**src/rtl/io_uart_pkg.sv**
```systemverilog
`default_nettype none
// ============================================================================
//  Module      : io_uart_pkg
//  Description : Shared constants and FSM state encodings for the UART bridge
//                between the core's byte IO port and the board UART pins.
//  Contents    : UART_DATA_BITS, rx_state_e, tx_state_e
//  Revision    : 1.0 - initial release
// ============================================================================
package io_uart_pkg;

    localparam int UART_DATA_BITS = 8;

    typedef enum logic [1:0] {
        RX_IDLE  = 2'd0,
        RX_START = 2'd1,
        RX_DATA  = 2'd2,
        RX_STOP  = 2'd3
    } rx_state_e;

    typedef enum logic [1:0] {
        TX_IDLE  = 2'd0,
        TX_START = 2'd1,
        TX_DATA  = 2'd2,
        TX_STOP  = 2'd3
    } tx_state_e;

endpackage
`default_nettype wire

```
**src/rtl/io_rx_fifo.sv**
```systemverilog
`default_nettype none
// ============================================================================
//  Module      : io_rx_fifo
//  Description : Synchronous FIFO buffering received UART bytes until the core
//                issues an IN. Pointers carry one extra wrap bit so full and
//                empty are distinguished without a counter.
//  Ports       : clk, rstn        clock, synchronous active-low reset
//                i_push/i_push_data write request and byte
//                i_pop            remove head entry
//                o_full/o_empty   occupancy status
//                o_head           entry at the read pointer (raw, ungated)
//  Revision    : 1.0 - initial release
// ============================================================================
module io_rx_fifo #(
    parameter int DEPTH = 16,
    parameter int WIDTH = 8
) (
    input  logic             clk,
    input  logic             rstn,
    input  logic             i_push,
    input  logic [WIDTH-1:0] i_push_data,
    input  logic             i_pop,
    output logic             o_full,
    output logic             o_empty,
    output logic [WIDTH-1:0] o_head
);

    localparam int            c_aw      = $clog2(DEPTH);
    localparam logic [c_aw:0] c_ptr_one = (c_aw + 1)'(1);

    logic [c_aw:0]    r_wr_ptr;
    logic [c_aw:0]    r_rd_ptr;
    logic [WIDTH-1:0] r_mem [DEPTH];
    logic             w_do_push;
    logic             w_do_pop;

    assign o_empty = (r_wr_ptr == r_rd_ptr);
    assign o_full  = (r_wr_ptr[c_aw] != r_rd_ptr[c_aw]) &&
                     (r_wr_ptr[c_aw-1:0] == r_rd_ptr[c_aw-1:0]);
    assign o_head  = r_mem[r_rd_ptr[c_aw-1:0]];

    // A push into a full FIFO still lands when the head leaves on the same edge.
    assign w_do_push = i_push && (!o_full || i_pop);
    assign w_do_pop  = i_pop && !o_empty;

    always_ff @(posedge clk) begin
        if (!rstn) begin
            r_wr_ptr <= '0;
            r_rd_ptr <= '0;
        end else begin
            if (w_do_push) r_wr_ptr <= r_wr_ptr + c_ptr_one;
            if (w_do_pop)  r_rd_ptr <= r_rd_ptr + c_ptr_one;
        end
    end

    // Storage needs no reset: the head is only consumed while non-empty.
    always_ff @(posedge clk) begin
        if (w_do_push) r_mem[r_wr_ptr[c_aw-1:0]] <= i_push_data;
    end

endmodule
`default_nettype wire

```
**src/rtl/io_uart_bridge.sv**
```systemverilog
`default_nettype none
// ============================================================================
//  Module      : io_uart_bridge
//  Description : Bridges the core's io_in/io_out ready-valid byte handshakes to
//                an 8N1 UART. Received bytes are queued in io_rx_fifo so bytes
//                arriving with no IN pending survive; transmit bytes pass
//                through a one-entry hold register into the TX shifter.
//  Ports       : clk, rstn                 clock, synchronous active-low reset
//                uart_rxd / uart_txd       serial line in / out (idle high)
//                io_in_data/vld/rdy        byte to the core (FIFO head)
//                io_out_data/vld/rdy       byte from the core
//                rx_overrun, rx_frame_err  sticky receive error flags
//  Revision    : 1.0 - initial release
// ============================================================================
module io_uart_bridge
    import io_uart_pkg::*;
#(
    parameter int CLK_PER_BIT = 868,
    parameter int RX_DEPTH    = 16
) (
    input  logic                      clk,
    input  logic                      rstn,
    input  logic                      uart_rxd,
    output logic                      uart_txd,
    output logic [UART_DATA_BITS-1:0] io_in_data,
    output logic                      io_in_vld,
    input  logic                      io_in_rdy,
    input  logic [UART_DATA_BITS-1:0] io_out_data,
    input  logic                      io_out_vld,
    output logic                      io_out_rdy,
    output logic                      rx_overrun,
    output logic                      rx_frame_err
);

    localparam int                  c_cnt_w     = $clog2(CLK_PER_BIT);
    localparam int                  c_bidx_w    = $clog2(UART_DATA_BITS);
    localparam logic [c_cnt_w-1:0]  c_cnt_one   = c_cnt_w'(1);
    localparam logic [c_cnt_w-1:0]  c_bit_last  = c_cnt_w'(CLK_PER_BIT - 1);
    localparam logic [c_cnt_w-1:0]  c_half_last = c_cnt_w'(CLK_PER_BIT / 2 - 1);
    localparam logic [c_bidx_w-1:0] c_bidx_one  = c_bidx_w'(1);
    localparam logic [c_bidx_w-1:0] c_bidx_last = c_bidx_w'(UART_DATA_BITS - 1);

    // ------------------------------------------------------------------------
    // Receive path
    // ------------------------------------------------------------------------
    logic [1:0]                r_rxd_sync;
    logic                      w_rxd;
    rx_state_e                 r_rx_state, w_rx_state_nxt;
    logic [c_cnt_w-1:0]        r_rx_cnt, w_rx_cnt_nxt;
    logic [c_bidx_w-1:0]       r_rx_bit, w_rx_bit_nxt;
    logic [UART_DATA_BITS-1:0] r_rx_shift, w_rx_shift_nxt;
    logic                      w_rx_push;
    logic                      w_rx_bad_stop;
    logic                      r_rx_overrun;
    logic                      r_rx_frame_err;

    logic                      w_fifo_full;
    logic                      w_fifo_empty;
    logic [UART_DATA_BITS-1:0] w_fifo_head;
    logic                      w_in_pop;

    // Synchronizer resets to the idle level so reset never looks like a start bit.
    always_ff @(posedge clk) begin
        if (!rstn) r_rxd_sync <= 2'b11;
        else       r_rxd_sync <= {r_rxd_sync[0], uart_rxd};
    end
    assign w_rxd = r_rxd_sync[1];

    always_comb begin
        w_rx_state_nxt = r_rx_state;
        w_rx_cnt_nxt   = r_rx_cnt + c_cnt_one;
        w_rx_bit_nxt   = r_rx_bit;
        w_rx_shift_nxt = r_rx_shift;
        w_rx_push      = 1'b0;
        w_rx_bad_stop  = 1'b0;
        case (r_rx_state)
            RX_IDLE: begin
                w_rx_cnt_nxt = '0;
                w_rx_bit_nxt = '0;
                if (!w_rxd) w_rx_state_nxt = RX_START;
            end
            RX_START: begin
                // Mid-start-bit check; a line back high means it was a glitch.
                if (r_rx_cnt == c_half_last) begin
                    w_rx_cnt_nxt   = '0;
                    w_rx_state_nxt = w_rxd ? RX_IDLE : RX_DATA;
                end
            end
            RX_DATA: begin
                if (r_rx_cnt == c_bit_last) begin
                    w_rx_cnt_nxt   = '0;
                    w_rx_shift_nxt = {w_rxd, r_rx_shift[UART_DATA_BITS-1:1]};
                    w_rx_bit_nxt   = r_rx_bit + c_bidx_one;
                    if (r_rx_bit == c_bidx_last) w_rx_state_nxt = RX_STOP;
                end
            end
            RX_STOP: begin
                if (r_rx_cnt == c_bit_last) begin
                    w_rx_cnt_nxt   = '0;
                    w_rx_state_nxt = RX_IDLE;
                    w_rx_push      = w_rxd;
                    w_rx_bad_stop  = !w_rxd;
                end
            end
            default: w_rx_state_nxt = RX_IDLE;
        endcase
    end

    always_ff @(posedge clk) begin
        if (!rstn) begin
            r_rx_state     <= RX_IDLE;
            r_rx_cnt       <= '0;
            r_rx_bit       <= '0;
            r_rx_shift     <= '0;
            r_rx_overrun   <= 1'b0;
            r_rx_frame_err <= 1'b0;
        end else begin
            r_rx_state <= w_rx_state_nxt;
            r_rx_cnt   <= w_rx_cnt_nxt;
            r_rx_bit   <= w_rx_bit_nxt;
            r_rx_shift <= w_rx_shift_nxt;
            if (w_rx_push && w_fifo_full && !w_in_pop) r_rx_overrun <= 1'b1;
            if (w_rx_bad_stop)                         r_rx_frame_err <= 1'b1;
        end
    end

    assign w_in_pop = !w_fifo_empty && io_in_rdy;

    io_rx_fifo #(
        .DEPTH (RX_DEPTH),
        .WIDTH (UART_DATA_BITS)
    ) u_rx_fifo (
        .clk         (clk),
        .rstn        (rstn),
        .i_push      (w_rx_push),
        .i_push_data (r_rx_shift),
        .i_pop       (w_in_pop),
        .o_full      (w_fifo_full),
        .o_empty     (w_fifo_empty),
        .o_head      (w_fifo_head)
    );

    assign io_in_vld    = !w_fifo_empty;
    assign io_in_data   = w_fifo_empty ? '0 : w_fifo_head;
    assign rx_overrun   = r_rx_overrun;
    assign rx_frame_err = r_rx_frame_err;

    // ------------------------------------------------------------------------
    // Transmit path
    // ------------------------------------------------------------------------
    tx_state_e                 r_tx_state, w_tx_state_nxt;
    logic [c_cnt_w-1:0]        r_tx_cnt, w_tx_cnt_nxt;
    logic [c_bidx_w-1:0]       r_tx_bit, w_tx_bit_nxt;
    logic [UART_DATA_BITS-1:0] r_tx_shift, w_tx_shift_nxt;
    logic                      r_txd, w_txd_nxt;
    logic                      w_tx_load;
    logic                      w_tx_bit_end;
    logic                      r_hold_vld;
    logic [UART_DATA_BITS-1:0] r_hold_data;
    logic                      r_out_rdy;
    logic                      w_out_xfer;

    assign w_out_xfer   = io_out_vld && r_out_rdy;
    assign w_tx_bit_end = (r_tx_cnt == c_bit_last);

    always_comb begin
        w_tx_state_nxt = r_tx_state;
        w_tx_cnt_nxt   = r_tx_cnt + c_cnt_one;
        w_tx_bit_nxt   = r_tx_bit;
        w_tx_shift_nxt = r_tx_shift;
        w_txd_nxt      = r_txd;
        w_tx_load      = 1'b0;
        case (r_tx_state)
            TX_IDLE: begin
                w_tx_cnt_nxt = '0;
                w_txd_nxt    = 1'b1;
                w_tx_load    = r_hold_vld;
            end
            TX_START: begin
                if (w_tx_bit_end) begin
                    w_tx_cnt_nxt   = '0;
                    w_tx_bit_nxt   = '0;
                    w_tx_state_nxt = TX_DATA;
                    w_txd_nxt      = r_tx_shift[0];
                    w_tx_shift_nxt = r_tx_shift >> 1;
                end
            end
            TX_DATA: begin
                if (w_tx_bit_end) begin
                    w_tx_cnt_nxt = '0;
                    if (r_tx_bit == c_bidx_last) begin
                        w_tx_state_nxt = TX_STOP;
                        w_txd_nxt      = 1'b1;
                    end else begin
                        w_tx_bit_nxt   = r_tx_bit + c_bidx_one;
                        w_txd_nxt      = r_tx_shift[0];
                        w_tx_shift_nxt = r_tx_shift >> 1;
                    end
                end
            end
            TX_STOP: begin
                if (w_tx_bit_end) begin
                    w_tx_cnt_nxt = '0;
                    // Reloading straight from STOP keeps back-to-back frames gapless.
                    if (r_hold_vld) w_tx_load      = 1'b1;
                    else            w_tx_state_nxt = TX_IDLE;
                end
            end
            default: w_tx_state_nxt = TX_IDLE;
        endcase
        if (w_tx_load) begin
            w_tx_state_nxt = TX_START;
            w_tx_cnt_nxt   = '0;
            w_tx_shift_nxt = r_hold_data;
            w_txd_nxt      = 1'b0;
        end
    end

    always_ff @(posedge clk) begin
        if (!rstn) begin
            r_tx_state  <= TX_IDLE;
            r_tx_cnt    <= '0;
            r_tx_bit    <= '0;
            r_tx_shift  <= '0;
            r_txd       <= 1'b1;
            r_hold_vld  <= 1'b0;
            r_hold_data <= '0;
            r_out_rdy   <= 1'b1;
        end else begin
            r_tx_state <= w_tx_state_nxt;
            r_tx_cnt   <= w_tx_cnt_nxt;
            r_tx_bit   <= w_tx_bit_nxt;
            r_tx_shift <= w_tx_shift_nxt;
            r_txd      <= w_txd_nxt;
            // A new byte wins over the shifter draining the old one on the same edge.
            if (w_out_xfer) begin
                r_hold_vld  <= 1'b1;
                r_hold_data <= io_out_data;
            end else if (w_tx_load) begin
                r_hold_vld  <= 1'b0;
            end
            // Ready trails the hold register by one cycle; the core offers a
            // byte for a single overlap cycle, so the lag is never exploited.
            r_out_rdy <= !r_hold_vld;
        end
    end

    assign uart_txd   = r_txd;
    assign io_out_rdy = r_out_rdy;

endmodule
`default_nettype wire

```
**config.mk**
```make
export PLATFORM = sky130hd
export DESIGN_NAME = io_uart_bridge
export DESIGN_NICKNAME = d
export VERILOG_FILES = /design/src/rtl/io_uart_pkg.sv /design/src/rtl/io_rx_fifo.sv /design/src/rtl/io_uart_bridge.sv
export SDC_FILE = /design/constraint.sdc
export NUM_CORES = 1
export LEC_CHECK = 0
export ABC_AREA = 1
export BUFFER_PORTS_ARGS = -buffer_cell sky130_fd_sc_hd__buf_2
export CAP_MARGIN = 20
export CORE_MARGIN = 2
export CORE_UTILIZATION = 60
export DETAILED_ROUTE_END_ITERATION = 8
export HOLD_SLACK_MARGIN = 0.02
export PLACE_DENSITY = 0.77
export SYNTH_ARGS = -nofsm -noshare
export SYNTH_HDL_FRONTEND = slang
export SYNTH_SLANG_ARGS = --single-unit
```
**constraint.sdc**
```tcl
create_clock -name clk -period 2.65 [get_ports clk]
set_input_delay 0.53 -clock clk [delete_from_list [all_inputs] [get_ports clk]]
set_output_delay 0.53 -clock clk [all_outputs]
set_load 0.02 [all_outputs]
```
* Yosys cells after proc, flatten, opt, wreduce, memory -nomap -nowiden *
Memories as Yosys holds them, arrays and structs flattened. A register that Yosys moved wholly into a read port is not among the register bits.
Cells that the tools add are included.

word-level totals
  memory bits (writable) = 128
  latch bits = 0
  output and inout bits = 13
  flip-flop bits (word level) = 71
  logic and storage cells = 139
  memories kept = 1
  ROM bits = 0

operators by class
  reductions and logical operators = 33
  multiplexer cells = 49
  add/sub/neg operators = 6
  eq/ne operators = 31
  div/mod/pow operators = 0
  bitwise gates (word level) = 1
  $lt $le $gt $ge = 0
  shifts and indexed selects = 0
  multiply operators = 0

memory list
  name             depth  width  read ports  clocked after Yosys merged registers in  write ports  line              text
  u_rx_fifo.r_mem  16     8      1           1                                        1            io_rx_fifo.sv:33  logic [WIDTH-1:0] r_mem [DEPTH];

operators by type and width
  cell                                                   number
  two-way mux 8 bit                                      5
  two-way mux 10 bit                                     3
  case mux 10 bit (3 select lines)                       1
  two-way mux 2 bit                                      11
  != test 2 bit (second input constant)                  11
  adder 10 x 1 -> 10 bit (second input constant)         2
  equality test 10 bit (second input constant)           2
  case mux 10 bit (2 select lines)                       1
  != test 3 bit (second input constant)                  6
  case mux 8 bit (2 select lines)                        1
  two-way mux 1 bit                                      15
  two-way mux 3 bit                                      4
  case mux 3 bit (2 select lines)                        2
  AND reduction 6 bit                                    2
  adder 5 x 1 -> 5 bit (second input constant)           2
  equality test 10 x 9 -> 1 bit (second input constant)  1
  equality test 2 bit (second input constant)            4
  two-way mux 4 bit                                      2
  case mux 2 bit (4 select lines)                        1
  AND reduction 4 bit                                    2
  nonzero test 4 bit                                     2
  logical AND 1 bit                                      7
  adder 3 x 1 -> 3 bit (second input constant)           2
  equality test 3 bit (second input constant)            2
  other kinds (18)                                       29

* Longest topological paths before layout *
Gate-level depths: netlist of run 1.

  depth in word-level cells = 7
  mapped depth = 11
  mapped depth without buffers = 11

* Cells and area by module *
From an unflattened synthesis of run 1, not the netlist that was laid out.

unflattened totals
  cells, all modules = 916
  area, all modules = 8897.3 µm²

modules (own cells, without submodules)
  module          area an instance (µm²)  sequential area each (µm²)  cells each  instances
  io_rx_fifo      6012.0                  4124.0                      529         1
  io_uart_bridge  2885.3                  1221.2                      387         1

* Least setup slack after synthesis of run 1 *
OpenSTA, ideal clock, no wires.

  path kind = flip-flop to flip-flop
  from = register r_rx_cnt[0]
  to = memory u_rx_fifo.r_mem[15][0], enable pin
  data arrival time = 1.829 ns
  cell stages (with the launch flop) = 8
  clock period less this slack = 2.212 ns
  setup slack = 0.438 ns
  buffers on the path = 0
  path through = dfxtp_1 -> ha_1 -> nand2_1 -> nor2_2 -> nand3_2 -> nor3_2 -> nand2_2 -> nor3_1

between the ends
  cells in the longest elaborated chain, start to end = 6

RTL lines
  what                                     line                   text
  start: declaration                       io_uart_bridge.sv:49   logic [c_cnt_w-1:0] r_rx_cnt, w_rx_cnt_nxt;
  start signal: assignment                 io_uart_bridge.sv:119  r_rx_cnt <= w_rx_cnt_nxt;
  equality test 10 bit                     io_uart_bridge.sv:98   if (r_rx_cnt == c_bit_last) begin
  two-way mux 1 bit                        io_uart_bridge.sv:98
  two-way mux 1 bit                        io_uart_bridge.sv:76   case (r_rx_state)
  logical AND 1 bit                        io_rx_fifo.sv:43       assign w_do_push = i_push && (!o_full || i_pop);
  two-way mux 1 bit                        io_rx_fifo.sv:58       if (w_do_push) r_mem[r_wr_ptr[c_aw-1:0]] <= i_push_data;
  two-way mux 1 bit (implied by the code)  io_rx_fifo.sv:58
  end: declaration                         io_rx_fifo.sv:33

Every way passes these cells.

* Worst setup path in the final report of run 1 *
  from = register u_rx_fifo.r_wr_ptr[0]
  to = output port io_in_data[7]

between the ends
  cells in the longest elaborated chain, start to end = 2

RTL lines
  what                      line                   text
  start: declaration        io_rx_fifo.sv:31       logic [c_aw:0] r_wr_ptr;
  start signal: assignment  io_rx_fifo.sv:51       if (w_do_push) r_wr_ptr <= r_wr_ptr + c_ptr_one;
  equality test 5 bit       io_rx_fifo.sv:37       assign o_empty = (r_wr_ptr == r_rd_ptr);
  two-way mux 8 bit         io_uart_bridge.sv:144  assign io_in_data = w_fifo_empty ? '0 : w_fifo_head;
  end: declaration          io_uart_bridge.sv:25   output logic [UART_DATA_BITS-1:0] io_in_data,

Every way passes these cells.

==> impl_metrics.toml, run 1 <==
[die]
core_region_area_um2 = 14400
start_util = 0.608
die_w_um = 125
ios = 26
die_area_um2 = 15600
dieHeight_um = 125
rows = 44

[clock_tree]
postCtsHoldBufs = 0
cts_tree = "done"
cts.clk_slew.worst_paths_ns = 0.06
clk_latency_ns = 0.50
cts_root_buffer = "clkbuf_16"
cts_buffer_depth = 3
cts-buffers-inserted = 20
htreeDepth = 1
cts_num_sinks = 203

[critical_path]
cp_max_fo = 8
critPathCaptureType = "output pin"
path_buf_inv = 2
cp_top_family = "flip-flops"
critPathSlowestCell = "dfxtp_1"
critPathKind = "flop to output pin"
arrival_ns = 1.99
critPathLaunchType = "flop"
path_cells = "xor2_1 -> nor2_1 -> nand3_1 -> inv_2 -> a21oi_1 -> buf_2"
required_ns = 2.12
critPathMaxStageDelay_ns = 0.46

[route]
num_vias = 6224
wl_per_cell_um = 16.4
viasPerCell = 5.58
drcViolationCount = 0
drtIter0Drc = 472
ant_nets = 0
wl_um = 18400
dr.pass1.iters = 5

[logic_synthesis]
synth.avg_cell_area_um2 = 9.97
syn_nets = 910
synth-seq-cells = 203
synth_edf_count = 128
async_flop_share = 0
mappedNetlistArea_um2 = 8770
ys_seq_area_frac = 0.610
yosys_warnings = 0
synthCells = 879
ys.flop_type = "edfxtp_1"
yosysUniqueCellTypes = 41

[power_and_ir_drop]
seq_power_share = 0.489
p_per_area_nw_per_um2 = 726
p_comb_frac = 0.130
p_sw_w = 0.00180
p_int_w = 0.00535
swShare = 0.252
ir_drop_v = 0.000653
leakagePower_nw = 3.75
p_clk_frac = 0.381

[sta]
fin_setup_tns_ns = 0
max_freq_mhz = 397
final_max_slew_viol_count = 0
worst_pin_slew_ns = 0.898
layout_min_cycle_time_ns = 2.52
hold_ws_ns = 0.212
timing.final.crit_share = 0.951
final_hold_viol_count = 0
relSlewSlack = 0.400
skew_ns = 0.0174
rsz0062_at_grt = "no"
setup-violations-final = 0

[placed_design]
numPlacedInstances = 1079
place.gp.congestion = 0.847
dp_hpwl_um = 11900
portBuffers = 25

[grt]
overflow = 0
grt_first_pass_wirelength_um = 29700
grt_max_degree = 65
grt_usage = 0.239
antenna_found_initial = 0
first_global_vias = 5894

[flow_run]
drv_cap = 0

[layout]
final_cell_mix = "edfxtp_1 (128), nand2_1 (114), inv_1 (103)"
drive_above_1_share = 0.120
fin_nets = 949
final_cells = 1116
area_growth_pct = 12.4
final_util = 0.683
num_antenna_cells = 0
final_common_cell = "edfxtp_1"

[run_status]
status = "finished, final reports clean"

[hold_path]
min_path_type = "input pin to flop"
## metal layers
layer	wire, µm	part of all wire	vias up	track usage
li1	-	-	3065	-
met1	7960	0.43	2917	0.329
met2	8780	0.48	202	0.386
met3	1140	0.062	40	0.0430
met4	471	0.026	0	0.0810
met5	0	0	-	0
## worst paths after layout
| path | startpoint | endpoint | slack (ns) | cells past startpoint |
|---|---|---|---|---|
| setup / recovery | u_rx_fifo.r_wr_ptr[0] | io_in_data[7] | 0.13 | 6 |
| hold reg to reg | r_rxd_sync[0] | r_rxd_sync[1] | 0.42 | 1 |
| hold / removal | uart_rxd | r_rxd_sync[0] | 0.21 | 2 |
| setup reg to reg | r_rx_cnt[0] | u_rx_fifo.r_mem[2][5] | 0.43 | 10 |
## per-stage QoR
step           setup slack, ns  power (W)  cell area (µm²)
3_3_place_gp             0.536    0.00445             9200
3_5_place_dp             0.462    0.00447             9200
6_report                 0.129    0.00715             9850
4_1_cts                 0.0559    0.00719             9830
2_1_floorplan            0.438    0.00427             8770
5_1_grt               0.000384    0.00746             9850
## cell usage after synthesis, types with 2 or more instances
cell type | number | area share
a211oi_1 | 2 | 0.0017
a21oi_1 | 69 | 0.039
a31oi_1 | 2 | 0.0014
buf_1 | 3 | 0.0013
buf_2 | 8 | 0.0046
buf_6 | 2 | 0.0026
clkbuf_1 | 20 | 0.0086
clkinv_1 | 2 | 0.00086
dfxtp_1 | 75 | 0.17
edfxtp_1 | 128 | 0.44
ha_1 | 18 | 0.026
inv_1 | 104 | 0.045
inv_2 | 3 | 0.0013
nand2_1 | 114 | 0.049
nand2_2 | 5 | 0.0036
nand3_1 | 72 | 0.041
nand3_2 | 2 | 0.0023
nand3b_1 | 8 | 0.0069
nand4_1 | 6 | 0.0043
nand4_2 | 2 | 0.0029
nor2_1 | 87 | 0.037
nor2_2 | 4 | 0.0029
nor2_4 | 2 | 0.0026
nor3_1 | 14 | 0.0080
nor3_2 | 2 | 0.0023
o211ai_1 | 32 | 0.027
o21ai_0 | 56 | 0.032
or2_2 | 5 | 0.0036
xnor2_1 | 6 | 0.0060
xor2_1 | 15 | 0.015
## registers in the layout, indices dropped and copies added (netlist names), 5 cells and up, named ones only
register	cells
u_rx_fifo.r_rd_ptr	5
r_rx_shift	8
u_rx_fifo.r_mem	128
u_rx_fifo.r_wr_ptr	5
r_rx_cnt	10
r_tx_shift	8
r_hold_data	8
r_tx_cnt	10
## area by class of cell
type	instances	area, µm²
clock buffers	26	564
clock inverters	10	72.6
fillers	1099	4570
inverters	109	409
multi-input cells	534	2870
flip-flops and latches	203	5350
well taps	184	230
repair buffers	50	357
## logic make-up (layout without fill, tap and decap cells)
family                   Yosys count  after routing  share of synthesized area
AO/OA/AOI/OAI                    167            167                      0.108
AND/OR/NAND/NOR                  328            328                      0.172
buffers and inverters            142            195                     0.0637
flip-flops                       203            203                      0.610
adder cells (fa/ha/maj)           18             18                     0.0257
XOR/XNOR                          21             21                     0.0210
## power groups by stage
stage	clock [W]	sequential (W)	combinational, W
after floorplan	0	0.00354	0.000731
after global placement	0	0.00357	0.000879
after detailed placement	0	0.00357	0.000900
after CTS	0.00278	0.00350	0.000910
after global routing	0.00290	0.00351	0.00105
final	0.00272	0.00350	0.000927
## timing repair
item / in CTS / in global routing
gates resized for setup: 0 / 3
setup endpoints to repair: 0 / 8
buffers inserted: 0 / 1
No activity file was read; power rests on OpenSTA's default activity.
==> run 2: changes to the inputs <==
--- a/config.mk
+++ b/config.mk
@@ -7,7 +7,6 @@
 export LEC_CHECK = 0
 export ABC_AREA = 1
 export BUFFER_PORTS_ARGS = -buffer_cell sky130_fd_sc_hd__buf_2
-export CAP_MARGIN = 20
 export CORE_MARGIN = 2
 export CORE_UTILIZATION = 60
 export DETAILED_ROUTE_END_ITERATION = 8
==> constraint.sdc (replaced) <==
create_clock -name clk -period 2.5 [get_ports clk]
set_input_delay 0.5 -clock clk [delete_from_list [all_inputs] [get_ports clk]]
set_output_delay 0.5 -clock clk [all_outputs]
set_load 0.02 [all_outputs]
==> run 2 against run 1 <==
Net effect:
- first-iteration DRC count grew 8.5%
- global-route usage shrank 0.66 points
- critical endpoint is now io_in_data[0]
- largest cell class unchanged
- worst hold slack lost 0.011 ns
- sequential power grew 6.0%
- register-to-register slack lost 0.15 ns
==> impl_metrics.toml, run 2 (synthesis results as in run 1) <==
[layout]
fin_nets = 952
final_cell_mix = "edfxtp_1 (128), nand2_1 (114), inv_1 (103)"
final_common_cell = "edfxtp_1"
fillers = 1120
largest_reg_flops = 128
stdcell_area_um2 = 9930
num_antenna_cells = 0
final_cells = 1119
drive_above_1_share = 0.129
area_growth_pct = 13.3

[critical_path]
critPathCaptureType = "output pin"
required_ns = 2.00
critPathLaunchType = "flop"
critPathSlowestCell = "dfxtp_4"
arrival_ns = 1.95
path_cells = "buf_12 -> o211ai_1 -> nand3_1 -> nand3_1 -> a21oi_1 -> buf_2"
critPathKind = "flop to output pin"
crit_top_cell = "nand3_1"
critPathMaxStageDelay_ns = 0.45
cp_max_fo = 32

[run_status]
status = "finished, final reports clean"

[grt]
grt_usage = 0.232
antenna_found_initial = 0
grt_first_pass_wirelength_um = 29100
first_global_vias = 5810
grt_max_degree = 45
overflow = 0

[clock_tree]
cts_num_sinks = 203
clk_latency_ns = 0.49
cts-buffers-inserted = 20
cts_root_buffer = "clkbuf_16"
cts.clk_slew.worst_paths_ns = 0.06
postCtsHoldBufs = 0
htreeDepth = 1
cts_tree = "done"
cts_buffer_depth = 3

[die]
ios = 26
die_w_um = 125
core_region_area_um2 = 14400
start_util = 0.608
die_area_um2 = 15600
rows = 44
dieHeight_um = 125

[sta]
skew_ns = 0.0101
layout_min_cycle_time_ns = 2.45
worst_pin_slew_ns = 0.891
timing.final.crit_share = 0.980
final_max_slew_viol_count = 0
setup-violations-final = 0
relSlewSlack = 0.405
max_freq_mhz = 408
fin_ws_ns = 0.0509
final_hold_viol_count = 0

[hold_path]
min_path_type = "input pin to flop"

[route]
ant_nets = 0
dr.pass1.iters = 5
viasPerCell = 5.52
drcViolationCount = 0
drtIter0Drc = 512
num_vias = 6180
wl_um = 18500
wl_per_cell_um = 16.6

[placed_design]
numPlacedInstances = 1079
place.gp.congestion = 0.867
placed_cell_area_um2 = 9200
portBuffers = 25
pre_cts_ws_ns = 0.294
dp_hpwl_um = 11700

[power_and_ir_drop]
leakagePower_nw = 3.77
finalPower_w = 0.00761
p_per_area_nw_per_um2 = 766
ir_drop_v = 0.000591

[flow_run]
drv_cap = 0
==> run 2: changes by cell type in the layout (fill, tap and decap cells not counted), moves of 3 or more <==
| cell | before | now |
|---|---|---|
| buf_2 | 24 | 20 |
| a21oi_2 | 1 | 7 |
| nand3_1 | 72 | 69 |
| clkbuf_1 | 3 | 7 |
| buf_4 | 22 | 28 |
| nand3_2 | 2 | 5 |
| a21oi_1 | 68 | 62 |
==> run 2: report_power, final <==
part | switching, W | internal (W)
registers | 0.0000840 | 0.00362
clock network | 0.00119 | 0.00170
logic | 0.000644 | 0.000367
total | 0.00192 | 0.00569
==> run 2: routing by layer <==
metal  vias up  track usage  share of wire
met4         0       0.0647          0.024
met1      2851        0.319           0.43
met2       209        0.391           0.48
li1       3078            -              -
met5         -            0              0
met3        42       0.0305          0.062
==> run 2: per-stage QoR <==
step | utilization | hold slack [ns] | setup TNS [ns]
floorplan | - | 0.392 | 0
global placement | 0.637 | 0.407 | 0
detailed placement | 0.637 | 0.400 | 0
CTS | 0.685 | 0.193 | 0
global route | 0.689 | 0.206 | -0.0294
finish | 0.689 | 0.201 | 0
==> run 2: path summary, 6_finish.rpt <==
check                      from  slack, ns                     to  cells after the start
setup / recovery           flop       0.05          io_in_data[0]                      6
hold / removal         uart_rxd       0.20          r_rxd_sync[0]                      2
setup reg to reg    r_rx_cnt[0]       0.28  u_rx_fifo.r_mem[8][4]                     10
hold reg to reg   r_rxd_sync[0]       0.43          r_rxd_sync[1]                      1
==> run 2: final cells by class <==
type / instances / area [µm²] / area share
flip-flops and latches: 203 / 5350 / 0.539
multi-input cells: 534 / 2900 / 0.292
clock buffers: 30 / 579 / 0.0583
inverters: 109 / 412 / 0.0414
repair buffers: 53 / 405 / 0.0408
well taps: 184 / 230 / 0.0232
clock inverters: 6 / 51.3 / 0.00516
==> run 2: timing repair <==
item / 4_1_cts / 5_1_grt
gates cloned: 1 / 0
setup buffers: 2 / 1
endpoints found under the setup margin: 7 / 8
resized for setup: 2 / 20
==> run 2: critical path, delay by kind of cell, from the launching register on <==
kind	cells	cell delay, ns
simple gates	2	0.29
buf+inv	2	0.39
flops	1	0.45
compound gates	2	0.34
